### src/rtl/uart_string_sender.sv
`default_nettype none
// ============================================================================
// Module   : uart_string_sender
// Purpose  : Sends a fixed message over a UART line on a button edge, with
//            optional parity, 1/2 stop bits and continuous repeat mode.
// Revision : 1.0  initial release
// ============================================================================
module uart_string_sender #(
    parameter int                   CLK_FREQ  = 1_000_000,
    parameter int                   BAUD      = 100_000,
    parameter int                   DATA_BITS = 8,
    parameter int                   PARITY    = 0,
    parameter int                   STOP_BITS = 1,
    parameter int                   MSG_LEN   = 2,
    parameter logic [MSG_LEN*8-1:0] MSG       = "Hi"
) (
    input  logic                           clock,
    input  logic                           reset,
    input  logic                           button,
    input  logic                           repeat_en,
    output logic                           tx,
    output logic                           busy,
    output logic                           done,
    output logic [$clog2(MSG_LEN+1)-1:0]   char_idx
);

    localparam int c_CLKS_PER_BIT = CLK_FREQ / BAUD;
    localparam int c_STOP_CLKS    = STOP_BITS * c_CLKS_PER_BIT;
    localparam int c_CNT_W        = $clog2(c_STOP_CLKS + 1);
    localparam int c_IDX_W        = $clog2(MSG_LEN + 1);
    localparam int c_BIT_W        = $clog2(DATA_BITS);

    localparam logic [c_CNT_W-1:0] c_BIT_LAST  = c_CNT_W'(c_CLKS_PER_BIT - 1);
    localparam logic [c_CNT_W-1:0] c_STOP_LAST = c_CNT_W'(c_STOP_CLKS - 1);
    localparam logic [c_BIT_W-1:0] c_DATA_LAST = c_BIT_W'(DATA_BITS - 1);
    localparam logic [c_IDX_W-1:0] c_IDX_LAST  = c_IDX_W'(MSG_LEN - 1);
    localparam logic [7:0]         c_DATA_MASK = 8'((1 << DATA_BITS) - 1);
    localparam logic               c_ODD       = (PARITY == 2);

    typedef enum logic [2:0] {
        S_IDLE  = 3'd0,
        S_START = 3'd1,
        S_DATA  = 3'd2,
        S_PAR   = 3'd3,
        S_STOP  = 3'd4,
        S_NEXT  = 3'd5
    } state_t;

    state_t               r_state, w_state_nx;
    logic [c_CNT_W-1:0]   r_cnt, w_cnt_nx;
    logic [c_BIT_W-1:0]   r_bit, w_bit_nx;
    logic [c_IDX_W-1:0]   r_idx, w_idx_nx;
    logic                 r_busy, w_busy_nx;
    logic                 r_done, w_done_nx;
    logic                 r_tx, w_tx_nx;
    logic                 w_bit_end;
    logic [7:0]           w_char;

    logic                 r_sync1, r_sync2, r_edge_prev, r_armed;
    logic [1:0]           r_fill;
    logic                 w_start;

    function automatic logic [7:0] char_at(input logic [c_IDX_W-1:0] idx);
        logic [7:0] c;
        c = 8'h00;
        for (int k = 0; k < MSG_LEN; k++) begin
            if (idx == c_IDX_W'(k)) c = MSG[(MSG_LEN-1-k)*8 +: 8];
        end
        return c;
    endfunction

    // r_armed blocks a start until button has been seen low after reset,
    // so a button already held at release cannot fire.
    always_ff @(posedge clock or negedge reset) begin
        if (!reset) begin
            r_sync1     <= 1'b0;
            r_sync2     <= 1'b0;
            r_edge_prev <= 1'b0;
            r_fill      <= 2'b00;
            r_armed     <= 1'b0;
        end else begin
            r_sync1     <= button;
            r_sync2     <= r_sync1;
            r_edge_prev <= r_sync2;
            r_fill      <= {r_fill[0], 1'b1};
            r_armed     <= r_armed | (r_fill[1] & ~r_sync2);
        end
    end

    assign w_start = r_sync2 & ~r_edge_prev & r_armed;

    always_ff @(posedge clock or negedge reset) begin
        if (!reset) begin
            r_state <= S_IDLE;
            r_cnt   <= '0;
            r_bit   <= '0;
            r_idx   <= '0;
            r_busy  <= 1'b0;
            r_done  <= 1'b0;
            r_tx    <= 1'b1;
        end else begin
            r_state <= w_state_nx;
            r_cnt   <= w_cnt_nx;
            r_bit   <= w_bit_nx;
            r_idx   <= w_idx_nx;
            r_busy  <= w_busy_nx;
            r_done  <= w_done_nx;
            r_tx    <= w_tx_nx;
        end
    end

    always_comb begin
        w_state_nx = r_state;
        w_cnt_nx   = r_cnt + 1'b1;
        w_bit_nx   = r_bit;
        w_idx_nx   = r_idx;
        w_busy_nx  = r_busy;
        w_done_nx  = 1'b0;
        w_bit_end  = (r_cnt == c_BIT_LAST);

        case (r_state)
            S_IDLE: begin
                w_cnt_nx = '0;
                if (w_start) begin
                    w_state_nx = S_START;
                    w_idx_nx   = '0;
                    w_busy_nx  = 1'b1;
                end
            end
            S_START: begin
                if (w_bit_end) begin
                    w_state_nx = S_DATA;
                    w_cnt_nx   = '0;
                    w_bit_nx   = '0;
                end
            end
            S_DATA: begin
                if (w_bit_end) begin
                    w_cnt_nx = '0;
                    if (r_bit == c_DATA_LAST) begin
                        w_state_nx = (PARITY != 0) ? S_PAR : S_STOP;
                    end else begin
                        w_bit_nx = r_bit + 1'b1;
                    end
                end
            end
            S_PAR: begin
                if (w_bit_end) begin
                    w_state_nx = S_STOP;
                    w_cnt_nx   = '0;
                end
            end
            S_STOP: begin
                if (r_cnt == c_STOP_LAST) begin
                    w_state_nx = S_NEXT;
                    w_cnt_nx   = '0;
                    w_done_nx  = (r_idx == c_IDX_LAST);
                end
            end
            S_NEXT: begin
                w_cnt_nx = '0;
                if (r_idx != c_IDX_LAST) begin
                    w_idx_nx   = r_idx + 1'b1;
                    w_state_nx = S_START;
                end else if (repeat_en) begin
                    w_idx_nx   = '0;
                    w_state_nx = S_START;
                end else begin
                    w_state_nx = S_IDLE;
                    w_busy_nx  = 1'b0;
                end
            end
            default: begin
                w_state_nx = S_IDLE;
                w_cnt_nx   = '0;
                w_busy_nx  = 1'b0;
            end
        endcase

        // tx is computed from the next state so the line changes exactly on
        // the state-entry edge and comes straight out of a flop.
        w_char  = char_at(w_idx_nx) & c_DATA_MASK;
        w_tx_nx = 1'b1;
        case (w_state_nx)
            S_START: w_tx_nx = 1'b0;
            S_DATA:  w_tx_nx = w_char[w_bit_nx];
            S_PAR:   w_tx_nx = (^w_char) ^ c_ODD;
            default: w_tx_nx = 1'b1;
        endcase
    end

    assign tx       = r_tx;
    assign busy     = r_busy;
    assign done     = r_done;
    assign char_idx = r_idx;

endmodule
`default_nettype wire
### config.mk
export PLATFORM = sky130hd
export DESIGN_NAME = uart_string_sender
export DESIGN_NICKNAME = d
export VERILOG_FILES = /design/src/rtl/uart_string_sender.sv
export SDC_FILE = /design/constraint.sdc
export NUM_CORES = 1
export LEC_CHECK = 0
export ABC_AREA = 0
export CAP_MARGIN = 0
export CELL_PAD_IN_SITES_DETAIL_PLACEMENT = 0
export CELL_PAD_IN_SITES_GLOBAL_PLACEMENT = 1
export CORE_MARGIN = 8
export CORE_UTILIZATION = 25
export CTS_CLUSTER_SIZE = 14
export DETAILED_ROUTE_END_ITERATION = 8
export PLACE_DENSITY = 0.49
export SETUP_SLACK_MARGIN = 0.05
export SYNTH_ARGS = -nofsm -noshare
export SYNTH_HDL_FRONTEND = slang
export SYNTH_SLANG_ARGS = --single-unit
### constraint.sdc
create_clock -name clock -period 2.1 [get_ports clock]
set_input_delay 0.63 -clock clock [delete_from_list [all_inputs] [get_ports clock]]
set_output_delay 0.63 -clock clock [all_outputs]
set_load 0.02 [all_outputs]
Yosys cells after proc, flatten, opt, wreduce, memory -nomap -nowiden. Cells that the tools add are included.

Bits in read-only memories: 0. Output and inout bits: 5. Memories: 0. Logic and storage cells: 74. Flip-flop bits (word level): 21. Latch bits: 0. Bits of input ports: 4. RAM bits: 0.

Reductions and logical operators: 5. Bitwise operators: 7. Multipliers: 0. Div/mod/pow operators: 0. Equal/unequal tests: 16. Add/subtract/negate cells: 3. Multiplexer cells: 30. Shift operators: 0. $lt $le $gt $ge: 1.

Operators with widths (count): $mux W3 (9); $pmux W3 S6 (1); $eq A3 B2 Y1 const B (4); $eq A3 B3 Y1 const B (3); $mux W1 (8); $mux W4 (2); $mux W8 (1); $reduce_xor A8 Y1 (1); $mux W7 (1); $eq A3 B1 Y1 const B (2); $mux W2 (3); $ne A2 B2 Y1 const B (3); $pmux W1 S3 (2); $pmux W3 S2 (1); $add A4 B1 Y4 const B (1); $eq A2 B1 Y1 const B (2); $eq A4 B4 Y1 const B (1); $lt A3 B4 Y1 const B (1); $pmux W2 S2 (1); $reduce_and A4 Y1 (1); $reduce_or A4 Y1 (1); $add A3 B1 Y3 const B (1); $and A1 B1 Y1 (3); $bmux W1 S3 (1); other kinds (6) (8).

Longest topological paths before layout. Gate-level depths: netlist of run 1.

Depth after elaboration: 11. Mapped depth: 8.

Worst setup path before layout of run 1. Ideal clock, no wire load.

Kind: register to register. From: reg r_cnt[0]. To: reg r_tx, in the netlist tx. Stages on the path, launching flop included: 8. Library setup time: 83 ps. Slack: 450 ps. Data arrival time: 1567 ps. Clock period less this slack: 1650 ps. Path through: dfrtp_1 > ha_1 > and3b_4 > a41oi_2 > o21ai_2 > xnor2_1 > mux2i_1 > o31ai_2.

Cells in the longest elaborated chain, start to end: 6.

Ends and longest elaborated chain: from (decl) (line 50) `logic [c_CNT_W-1:0] r_cnt, w_cnt_nx;`; from (signal assigned) (line 103) `r_cnt <= w_cnt_nx;`; $eq A4 B4 Y1 (*) (line 119) `w_bit_end = (r_cnt == c_BIT_LAST);`; $mux W3, on equally long branches (line 138, 131); $pmux W3 S2 (*) (line 121) `case (r_state)`; via w_bit_nx[2] (line 51) `logic [c_BIT_W-1:0] r_bit, w_bit_nx;`; $bmux W1 S3 (*) (line 186) `S_DATA: w_tx_nx = w_char[w_bit_nx];`; $mux W1 (implied by the code) (*) (line 186); $pmux W1 S3 (*) (line 184) `case (w_state_nx)`; via w_tx_nx (line 55) `logic r_tx, w_tx_nx;`; to (signal assigned) (line 108) `r_tx <= w_tx_nx;`; to (decl) (line 55).

Mark *: on every way through the listed nets, which the timed path passes. The rest lies on a longest branch. The select of a mux whose other input is x is not followed. A chain may end at the register's enable or synchronous reset.

Worst setup path after layout of run 1.
From: reg r_tx, in the netlist tx. To: out tx.

RTL lines: to (decl) (line 21) `output logic tx,`.

No word-level cell between the ends.

==> results of run 1 <==
-- sequential cells by signal, indices dropped and copies added (netlist names) --
signal,count
busy,1
char_idx,2
done,1
r_armed,1
r_bit,3
r_cnt,4
r_edge_prev,1
r_fill,2
r_state,3
r_sync1,1
r_sync2,1
tx,1
-- area by class of cell --
cell class	instances	area (sq um)	area share (%)
flip-flops and latches	21	527	45.1
multi-input cells	61	423	36.2
repair buffers	9	87.6	7.50
well taps	50	62.6	5.36
clock buffers	4	45.0	3.86
inverters	6	22.5	1.93
-- report_power, final --
part | internal [uW] | leakage, uW | total (uW) | switching (uW)
combinational | 7.09 | 0.000239 | 17.0 | 9.96
sequential | 409 | 0.000239 | 410 | 1.52
clock | 135 | 0.0000228 | 262 | 127
-- stage by stage --
step                cells  instance area [sq um]  hold WS, ps  setup WS, ps
floorplan              92                   1000          331           450
global placement      147                   1120          333           219
finish                151                   1170          351           108
global route          151                   1170          356          57.6
CTS                   151                   1170          354          91.0
detailed placement    147                   1120          337           124
-- path summary, 6_finish.rpt --
kind | cells after the start | start | slack [ps] | end
max in group asynchronous | 2 | reset | 1120 | tx
min in group asynchronous | 2 | reset | 710 | r_bit[1]
min | 0 | r_fill[0] | 350 | r_fill[1]
max | 1 | tx | 110 | tx
max reg2reg | 7 | r_cnt[0] | 220 | tx
min reg2reg | 0 | r_fill[0] | 350 | r_fill[1]
-- placed cells by master (no fill, tap or decap), types with 2 or more instances in the layout --
| cell type | synthesis | final |
|---|---|---|
| xnor2_1 | 3 | 3 |
| ha_1 | 3 | 3 |
| and3_1 | 3 | 3 |
| inv_1 | 5 | 5 |
| dfrtp_1 | 20 | 20 |
| o21a_1 | 2 | 2 |
| clkdlybuf4s50_1 | 0 | 8 |
| nor2_1 | 9 | 9 |
| clkbuf_8 | 0 | 3 |
| o21ai_0 | 3 | 3 |
| nand4_1 | 2 | 2 |
| nand3_1 | 5 | 5 |
| a21oi_1 | 6 | 6 |
| nand2_1 | 5 | 5 |
-- cells by family (layout without fill, tap and decap cells) --
kind of cell / count (synthesis) / after routing / synth area share [%]
AOI/OAI and AO/OA: 22 / 22 / 15.9
and+or+nand+nor: 30 / 30 / 17.8
xor gates and xnor gates: 4 / 4 / 3.51
DFF: 21 / 21 / 52.7
muxes: 1 / 1 / 1.00
buffers and inverters: 10 / 19 / 5.01
other: 1 / 1 / 0.375
adders and majority gates: 3 / 3 / 3.76
-- routing by layer --
metal | share of wire, % | up-vias
li1 | - | 337
met5 | 0 | -
met4 | 2.2 | 0
met2 | 47 | 6
met1 | 48 | 345
met3 | 3.3 | 4
==> reports/results.ini, run 1 <==
[pwr]
power_density_nw_per_um2 = 591
leakage_uw = 0.000500
irDropWorstVdd_uv = 318
power_uw = 689

[finish]
final_nets = 109
antenna_cells = 0
num-fill-cells = 430
area_delta_synth_final_pct = 16.8
drive_gt1_share_pct = 13.9
utilization_pct = 29.8

[status]
status = finished clean

[cts]
path_clk_slew_ps = 70
numCtsBuffers = 3
clk_latency_ps = 260
cts.repair.resized = 0
cts_hold_buf = 0
clk_path_buf_depth = 2
clkSinkCount = 21
cts_setup_buffers = 0
cts_tree = yes
cts-root-buf = clkbuf_8
htreeDepth = 1

[logic_synthesis]
yosysUniqueCellTypes = 38
ys_top_cells_by_area = dfrtp_1 (50%), ha_1 (3.8%), nor2_1 (3.4%)
yosys_warnings = 0
seq_area_frac_synth_pct = 52.7
yosysMostFrequentCell = dfrtp_1
synth-main-ff-cell = dfrtp_1
synth_fp_nets = 99
synth_common_cells = dfrtp_1 (20), nor2_1 (9), a21oi_1 (6)
synth_area_leader_cell = dfrtp_1
synth_area_sq_um = 1000
synth-edff-count = 0
synthesis.instances = 92
postSynthRegisterBits = 21
yosys.area.top_type_share_pct = 50.1
synthArstFlopShare_pct = 100
syn-mean-instance-area_sq_um = 10.9

[global_routing]
grt.total_usage_pct = 6.66
met3_usage_pct = 2.14
gr-total-overflow = 0
grt_max_degree = 22
antenna_found_initial = 0
grt_use_met2_pct = 9.94
grt_pass1_vias = 723
top_usage_layer = met2
grt_pass1_wl_microns = 3310
grt_util_met1_pct = 8.20

[sta]
report.final.slew_viol_count = 0
finalSetupTns_ps = 0
clock_skew_ps = 1.21
hold_viol = 0
max_freq_ghz = 0.502
fin_crit_sh_pct = 94.8
finalCriticalPeriod_ps = 1990
rsz0062_at_grt = no
setup_violations = 0

[critical_path]
cp-start-kind = register
cp_top_family = buffers and inverters
critPathKind = reg -> out
cp.arrival_ps = 1360
crit_buf_inv = 1
path_cells = clkdlybuf4s50_1
slowest_stage = clkdlybuf4s50_1
max_stage_delay_ps = 590
cp_data_required_time_ps = 1470
endpoint_kind = primary output
path_max_fanout = 1

[placed_design]
place_hpwl_microns = 1330
io_buffers = 8
gp_congestion = 0.763

[floorplan]
die_y_microns = 79.2
fp.dieW_microns = 79.2
fp-row-count = 23
coreArea_sq_um = 3910
ios = 9
die_area_sq_um = 6280
initial_core_util_pct = 25.5

[drt]
vias = 692
initialDrtViolationCount = 30
viasPerCell = 4.58
ant_nets = 0
routed_wl_microns = 1870
wl_per_cell_microns = 12.4
dr.pass1.iters = 4
drcViolationCount = 0

[flow_run]
cap_viol_max_count = 0

[worst_hold_path]
hp-class = reg -> reg

Power figures use the tool's default switching activity.
==> run 2: changes to the inputs <==
--- a/config.mk
+++ b/config.mk
@@ -9,7 +9,6 @@
 export CAP_MARGIN = 0
 export CELL_PAD_IN_SITES_DETAIL_PLACEMENT = 0
 export CELL_PAD_IN_SITES_GLOBAL_PLACEMENT = 1
-export CORE_MARGIN = 8
 export CORE_UTILIZATION = 25
 export CTS_CLUSTER_SIZE = 14
 export DETAILED_ROUTE_END_ITERATION = 8
==> run 2 against run 1 <==
  * Cell count decreased by 1.3%
  * Power decreased by 0.58%
  * Clock skew about the same
  * First-iteration DRC count decreased by 43%
  * Flip-flop and latch count unchanged
  * Clock-buffer cell count decreased by 1
  * Critical path type unchanged
  * Largest power group unchanged
==> reports/results.ini, run 2 (synthesized netlist as in run 1, its figures left out) <==
[status]
status = finished clean

[cts]
cts_hold_buf = 0  ; unchanged
cts_setup_buffers = 0  ; unchanged
clk_path_buf_depth = 2  ; unchanged
numCtsBuffers = 3  ; unchanged
path_clk_slew_ps = 70  ; about the same
cts.repair.resized = 0  ; unchanged
clkSinkCount = 21  ; unchanged
htreeDepth = 1  ; unchanged
clk_latency_ps = 260  ; about the same
cts_tree = yes
cts-root-buf = clkbuf_8

[critical_path]
cp-start-kind = register
cp.arrival_ps = 1370  ; about the same
cp_data_required_time_ps = 1470  ; about the same
critPathKind = reg -> out
cp_top_family = buffers and inverters
endpoint_kind = primary output
path_max_fanout = 1  ; unchanged
slowest_stage = clkdlybuf4s50_1
path_cells = clkdlybuf4s50_1
crit_buf_inv = 1  ; unchanged
r2r_start = r_cnt[0]
max_stage_delay_ps = 590  ; about the same
startpoint = tx

[sta]
clock_skew_ps = 0.876  ; -0.338 ps
report.final.slew_viol_count = 0  ; unchanged
setup_violations = 0  ; unchanged
fin_crit_sh_pct = 95.1  ; +0.24 points
finalSetupTns_ps = 0  ; unchanged
rsz0062_at_grt = no
hold_viol = 0  ; unchanged
finalCriticalPeriod_ps = 2000  ; +4.98 ps
finalWorstSetupSlack_ps = 103  ; -4.98 ps
max_freq_ghz = 0.501  ; -0.25%

[drt]
ant_nets = 0  ; unchanged
viasPerCell = 4.50  ; -1.7%
wl_per_cell_microns = 11.7  ; -5.7%
routed_wl_microns = 1740  ; -6.9%
vias = 671  ; -3.0%
drcViolationCount = 0  ; unchanged
initialDrtViolationCount = 17  ; -43%
dr.pass1.iters = 2  ; -2

[pwr]
swShare_pct = 20.0  ; -0.056 points
power_frac_clock_pct = 37.6  ; -0.4 points
combPwrFrac_pct = 2.4  ; about the same
p_int_uw = 548  ; -0.51%
leakage_uw = 0.000503  ; +0.55%
power_density_nw_per_um2 = 588  ; -0.48%
power_uw = 685  ; -0.58%
sequentialPowerShare_pct = 59.9  ; +0.4 points
p_sw_uw = 137  ; -0.86%
irDropWorstVdd_uv = 306  ; -3.8%

[finish]
reg_top3 = r_cnt: 4 flops, r_bit: 3 flops, r_state: 3 flops
stdcell_count = 149  ; -1.3%
layout_commonest_cell = dfrtp_1
largest_register_ffs = 4  ; unchanged
drive_gt1_share_pct = 14.9  ; +0.99 points
antenna_cells = 0  ; unchanged
final_nets = 109  ; unchanged
final_cell_mix = dfrtp_1 (20), nor2_1 (9), clkdlybuf4s50_1 (8)
area_delta_synth_final_pct = 16.6
num-fill-cells = 406  ; -5.6%
fin_area_sq_um = 1170  ; -0.11%
top_register = r_cnt

[placed_design]
place_hpwl_microns = 1300  ; -2.6%
gp_congestion = 0.787  ; +3.2%
io_buffers = 8  ; unchanged
dp_cells = 145  ; -1.4%
place_area_sq_um = 1120  ; -0.22%
preCtsSetupSlack_ps = 189  ; +65.1 ps

[floorplan]
die_area_sq_um = 4260  ; -32%
fp-row-count = 22  ; -4.3%
coreArea_sq_um = 3740  ; -4.3%
die_y_microns = 65.2  ; -18%
initial_core_util_pct = 26.7  ; +1.2 points
fp.dieW_microns = 65.2  ; -18%
ios = 9  ; unchanged

[flow_run]
cap_viol_max_count = 0  ; unchanged

[worst_hold_path]
hp-class = reg -> reg
min_from = r_fill[0]

[global_routing]
gr-total-overflow = 0  ; unchanged
grt_pass1_wl_microns = 3080  ; -6.9%
grt.total_usage_pct = 9.70  ; +3.0 points
grt_max_degree = 22  ; unchanged
antenna_found_initial = 0  ; unchanged
grt_pass1_vias = 654  ; -9.5%

## run 2: cell types whose count changed in the layout (fill, tap and decap cells not counted), sizes merged
cell	before	now
clkbuf	4	3
clkinv	0	1
## run 2: worst paths after layout
kind / endpoint / slack (ps) / cells past startpoint
setup / recovery: tx / 100 / 1
hold / removal: r_fill[1] / 350 / 0
setup reg to reg: tx / 280 / 7
hold reg to reg: r_fill[1] / 350 / 0
max in group asynchronous: tx / 1120 / 2
min in group asynchronous: done / 700 / 2
## run 2: layout make-up
type	instances	area, sq um	share of cell area (%)
well taps	48	60.1	5.15
flip-flops and latches	21	527	45.2
repair buffers	9	87.6	7.51
clock inverters	1	5.00	0.429
multi-input cells	61	423	36.3
clock buffers	3	41.3	3.54
inverters	6	22.5	1.93
## run 2: power by group through the flow
stage | sequential [uW] | combinational, uW | clock, uW
final | 411 | 16.6 | 258
after global routing | 411 | 19.5 | 290
after CTS | 411 | 17.6 | 272
after detailed placement | 419 | 17.4 | 0
after global placement | 418 | 17.7 | 0
after floorplan | 418 | 1.93 | 0
## run 2: routing by layer
metal / share of wire (%) / vias to the layer above / global-route usage (%)
li1: - / 337 / -
met1: 50 / 326 / 12.6
met2: 46 / 6 / 15.1
met3: 3.2 / 2 / 3.65
met4: 0.46 / 0 / 2.45
met5: 0 / - / 0
## run 2: per-stage QoR
| step | util [%] | hold slack [ps] |
|---|---|---|
| global route | 31.1 | 375 |
| CTS | 31.1 | 361 |
| floorplan | - | 331 |
| finish | 31.1 | 355 |
| detailed placement | 29.9 | 344 |
| global placement | 29.9 | 335 |
==> run 3: changes to the inputs <==
--- a/config.mk
+++ b/config.mk
@@ -12,7 +12,7 @@
 export CORE_UTILIZATION = 25
 export CTS_CLUSTER_SIZE = 14
 export DETAILED_ROUTE_END_ITERATION = 8
-export PLACE_DENSITY = 0.49
+export PLACE_DENSITY = 0.56
 export SETUP_SLACK_MARGIN = 0.05
 export SYNTH_ARGS = -nofsm -noshare
 export SYNTH_HDL_FRONTEND = slang
==> run 3 against run 2 <==
  * Via count shrank 1.5%
  * First-iteration DRC count is 53% higher
  * Flip-flop and latch count unchanged
  * Global-route usage increased by 0.14 points
  * Non-clock buffer count unchanged
  * Worst setup slack better by 4.7 ps
==> reports/results.ini, run 3 (synthesized netlist as in run 1, its figures left out) <==
[status]
status = finished clean

[sta]
report.final.slew_viol_count = 0  ; unchanged
finalCriticalPeriod_ps = 1990  ; -4.67 ps
worst_hold_slack_ps = 353  ; -1.62 ps
setup_violations = 0  ; unchanged
hold_viol = 0  ; unchanged
finalWorstSetupSlack_ps = 108  ; +4.67 ps
clock_skew_ps = 6.78  ; +5.90 ps
finalSetupTns_ps = 0  ; unchanged
rsz0062_at_grt = no
fin_crit_sh_pct = 94.9  ; -0.22 points
max_freq_ghz = 0.502  ; +0.23%

[critical_path]
r2r_start = r_cnt[0]
crit_buf_inv = 1  ; unchanged
cp.arrival_ps = 1360  ; about the same
max_stage_delay_ps = 590  ; about the same
path_max_fanout = 1  ; unchanged
cp_data_required_time_ps = 1470  ; about the same
cp-start-kind = register
critPathKind = reg -> out
path_cells = clkdlybuf4s50_1
slowest_stage = clkdlybuf4s50_1
cp_top_family = buffers and inverters
startpoint = tx
endpoint_kind = primary output

[finish]
num-fill-cells = 404  ; -0.49%
final_cell_mix = dfrtp_1 (20), nor2_1 (9), clkdlybuf4s50_1 (8)
drive_gt1_share_pct = 15.8  ; +0.99 points
area_delta_synth_final_pct = 17.3
reg_top3 = r_cnt: 4 flops, r_bit: 3 flops, r_state: 3 flops
largest_register_ffs = 4  ; unchanged
top_register = r_cnt
stdcell_count = 149  ; unchanged
layout_commonest_cell = dfrtp_1
final_nets = 109  ; unchanged
antenna_cells = 0  ; unchanged
regArea_sq_um = 527  ; unchanged
multi_input_area_sq_um = 429  ; +1.5%

[global_routing]
grt.total_usage_pct = 9.85  ; +0.14 points
grt_pass1_wl_microns = 3150  ; +2.0%
grt_pass1_vias = 657  ; +0.46%
grt_max_degree = 14  ; -36%
gr-total-overflow = 0  ; unchanged
antenna_found_initial = 0  ; unchanged

[placed_design]
dp_cells = 145  ; unchanged
preCtsSetupSlack_ps = 169  ; -20.4 ps
place_hpwl_microns = 1320  ; +1.8%
io_buffers = 8  ; unchanged
gp_congestion = 0.692  ; -12%

[drt]
ant_nets = 0  ; unchanged
dr.pass1.iters = 4  ; +2
viasPerCell = 4.44  ; -1.5%
drcViolationCount = 0  ; unchanged
wl_per_cell_microns = 12.1  ; +3.6%
vias = 661  ; -1.5%
initialDrtViolationCount = 26  ; +9
routed_wl_microns = 1800  ; +3.6%

[pwr]
irDropWorstVdd_uv = 265  ; -13%
power_uw = 682  ; -0.53%
leakage_uw = 0.000506  ; +0.58%
power_density_nw_per_um2 = 582  ; -1.1%

[cts]
cts_setup_buffers = 0  ; unchanged
cts_hold_buf = 0  ; unchanged
cts_tree = yes
clkSinkCount = 21  ; unchanged
clk_latency_ps = 250  ; about the same
clk_path_buf_depth = 2  ; unchanged
htreeDepth = 1  ; unchanged
cts-root-buf = clkbuf_8
path_clk_slew_ps = 80  ; about the same
numCtsBuffers = 3  ; unchanged

[flow_run]
cap_viol_max_count = 0  ; unchanged

[floorplan]
fp-row-count = 22  ; unchanged
coreArea_sq_um = 3740  ; unchanged
die_area_sq_um = 4260  ; unchanged
initial_core_util_pct = 26.7  ; unchanged
fp.dieW_microns = 65.2  ; unchanged
ios = 9  ; unchanged
die_y_microns = 65.2  ; unchanged

[worst_hold_path]
hp-class = reg -> reg
min_from = r_fill[0]

run 3: cell types whose count changed in the layout (fill, tap and decap cells not counted):
cell     previous run  this run
o22ai_2             1         2
o22ai_1             1         0
run 3: report_power, final:
| group | leakage [uW] | total, uW | switching (uW) | internal (uW) |
|---|---|---|---|---|
| clock | 0.0000255 | 254 | 122 | 132 |
| sequential | 0.000239 | 411 | 1.60 | 409 |
| combinational | 0.000242 | 17.1 | 9.95 | 7.11 |
| total | 0.000506 | 682 | 134 | 548 |
run 3: what timing repair did:
item | CTS | global route
hold endpoints to repair | 0 | 0
resized for setup | 0 | 1
endpoints found under the setup margin | 0 | 1
run 3: stage by stage:
| step | utilization, % | area, sq um |
|---|---|---|
| after floorplan | - | 1000 |
| after global placement | 29.9 | 1120 |
| after detailed placement | 29.9 | 1120 |
| after CTS | 31.1 | 1170 |
| after global routing | 31.3 | 1170 |
| final | 31.3 | 1170 |
run 3: final timing paths:
| path | depth (start not counted) | to | slack [ps] |
|---|---|---|---|
| worst max-delay path | 1 | tx | 110 |
| worst min-delay path | 0 | r_fill[1] | 350 |
| worst max register to register | 7 | tx | 250 |
| worst min register to register | 0 | r_fill[1] | 350 |
| max in group asynchronous | 2 | char_idx[0] | 920 |
| min in group asynchronous | 1 | char_idx[1] | 670 |
run 3: layout make-up:
cell class / count / share of cell area, %
clock inverters: 1 / 0.427
repair buffers: 9 / 7.47
multi-input cells: 61 / 36.6
clock buffers: 3 / 3.52
inverters: 6 / 1.92
flip-flops and latches: 21 / 44.9
well taps: 48 / 5.12
run 3: routing by layer:
layer	part of all wire, %	wire (microns)	GRT usage (%)
met1	55	986	14.5
met4	0.89	16	4.08
met3	3.0	54	2.08
met2	41	746	13.8
met5	0	0	0
==> RTL edit: new RTL, config.mk and constraints of run 1 <==
The parameter `PARITY` goes from 0 to 1.
--- a/src/rtl/uart_string_sender.sv
+++ b/src/rtl/uart_string_sender.sv
@@ -10,5 +10,5 @@
     parameter int                   BAUD      = 100_000,
     parameter int                   DATA_BITS = 8,
-    parameter int                   PARITY    = 0,
+    parameter int                   PARITY    = 1,
     parameter int                   STOP_BITS = 1,
     parameter int                   MSG_LEN   = 2,
Check against the original RTL: same outputs for any inputs over 10 cycles, from zero or initial values and one cycle with reset low; that may be too few to reach the edited logic, so the function may still have changed.
==> RTL edit against run 1 <==
- critical path depth is the same
- routed wire length grew 8.9%
- count of clock-buffer cells in the layout shrank 1
- via count grew 5.2%
- die area grew 4.4%
- worst setup slack gained 60 ps
- sequential cell count is the same
- cell area grew 6.5%
- total power grew 1.4%
- combinational power grew 6%
- first-iteration DRC count shrank 17%
- area after synthesis grew 5.5%
- largest power group unchanged
==> RTL edit: results <==
{
  "fillers": 446,
  "crit_fanout": 5,
  "netlist_top_cells_count": "20 x dfrtp_1, 9 x nor2_1, 6 x inv_1",
  "grt_pass1_wl_um": 3477,
  "synth_nets": 105,
  "hold_depth": 0,
  "vias": 728,
  "timing.rr.start": "r_cnt[1]",
  "drive_gt1_share_pct": 11.01,
  "syn_area_per_cell_um2": 10.76,
  "status": "complete, no violations",
  "drt-pass1-iter-count": 2,
  "post_drt_wl_per_cell_um": 12.80,
  "synth.distinct_cells": 41,
  "critPathMaxStageDelay_ps": 630,
  "fin_worst_skew_ps": 1.453,
  "p_leak_uw": 0.0005570,
  "power_switching_uw": 149.2,
  "peakVddDrop_v": 0.0002714,
  "reg2reg_setup_slack_ps": 290,
  "cp.arrival_ps": 1300,
  "synthTopCellsByArea": "dfrtp_1 47%, ha_1 3.6%, nor2_1 3.2%",
  "dp.cells": 155,
  "drt_iter0_drc": 25,
  "grt_pass1_vias": 759,
  "globalplace.congestion": 0.6860,
  "ys_seq_area_share_pct": 49.94,
  "hpwlAfterDp_um": 1493
}
RTL edit: power groups by stage:
stage / registers [µW] / clock network [µW] / logic, µW
after floorplan: 418 / 0 / 2.87
after global placement: 419 / 0 / 19.1
after detailed placement: 419 / 0 / 18.9
after CTS: 411 / 286 / 19.0
after global routing: 411 / 298 / 20.9
final: 411 / 271 / 18.0
RTL edit: area by class of cell:
| type | instances | share of cell area, % |
|---|---|---|
| clock buffers | 3 | 3.320 |
| clock inverters | 1 | 0.6036 |
| inverters | 6 | 1.811 |
| multi-input cells | 68 | 39.03 |
| flip-flops and latches | 21 | 42.35 |
| well taps | 50 | 5.030 |
| repair buffers | 10 | 7.847 |
RTL edit: kinds of logic (layout without fill, tap and decap cells):
kind of cell               count (synthesis)  after routing  synth area share [%]
and+or+nand+nor                           34             34                 19.69
AOI/OAI and AO/OA                         24             24                 17.20
DFF                                       21             21                 49.94
buffers and inverters                      9             20                 4.032
xor gates and xnor gates                   5              5                 4.153
adders and majority gates                  3              3                 3.559
other                                      1              1                0.3555
muxes                                      1              1                 1.068
RTL edit: timing repair:
item / 4_1_cts / 5_1_grt
resized for setup: 0 / 1
buffers inserted: 0 / 0
setup endpoints to repair: 0 / 1
RTL edit: through the flow:
step	hold WS (ps)	total power [µW]	cell area (µm²)	worst slack, ps	util (%)
floorplan	331.2	421.3	1055	440.3	-
global placement	333.5	437.6	1192	136.9	29.60
detailed placement	334.7	437.5	1192	116.8	29.60
CTS	354.5	715.8	1241	70.82	30.81
global route	359.2	730.2	1244	106.1	30.87
finish	352.3	699.4	1244	167.9	30.87
RTL edit: worst max-delay path by stage:
stage	startpoint	endpoint	slack (ps)	cells after the start
after floorplan	r_cnt[1]	tx	440	7
after global placement	repeat_en	tx	140	6
after detailed placement	repeat_en	tx	120	5
after CTS	tx	tx	70	1
after global routing	r_state[1]	tx	110	5
final	char_idx[1]	char_idx[1]	170	1
RTL edit: per-layer routing:
layer / track usage (%) / vias to the layer above / wire (µm)
li1: - / 371 / -
met1: 8.420 / 349 / 1025
met2: 10.67 / 6 / 918
met3: 1.766 / 2 / 65
met4: 3.750 / 0 / 25
met5: 0 / - / 0
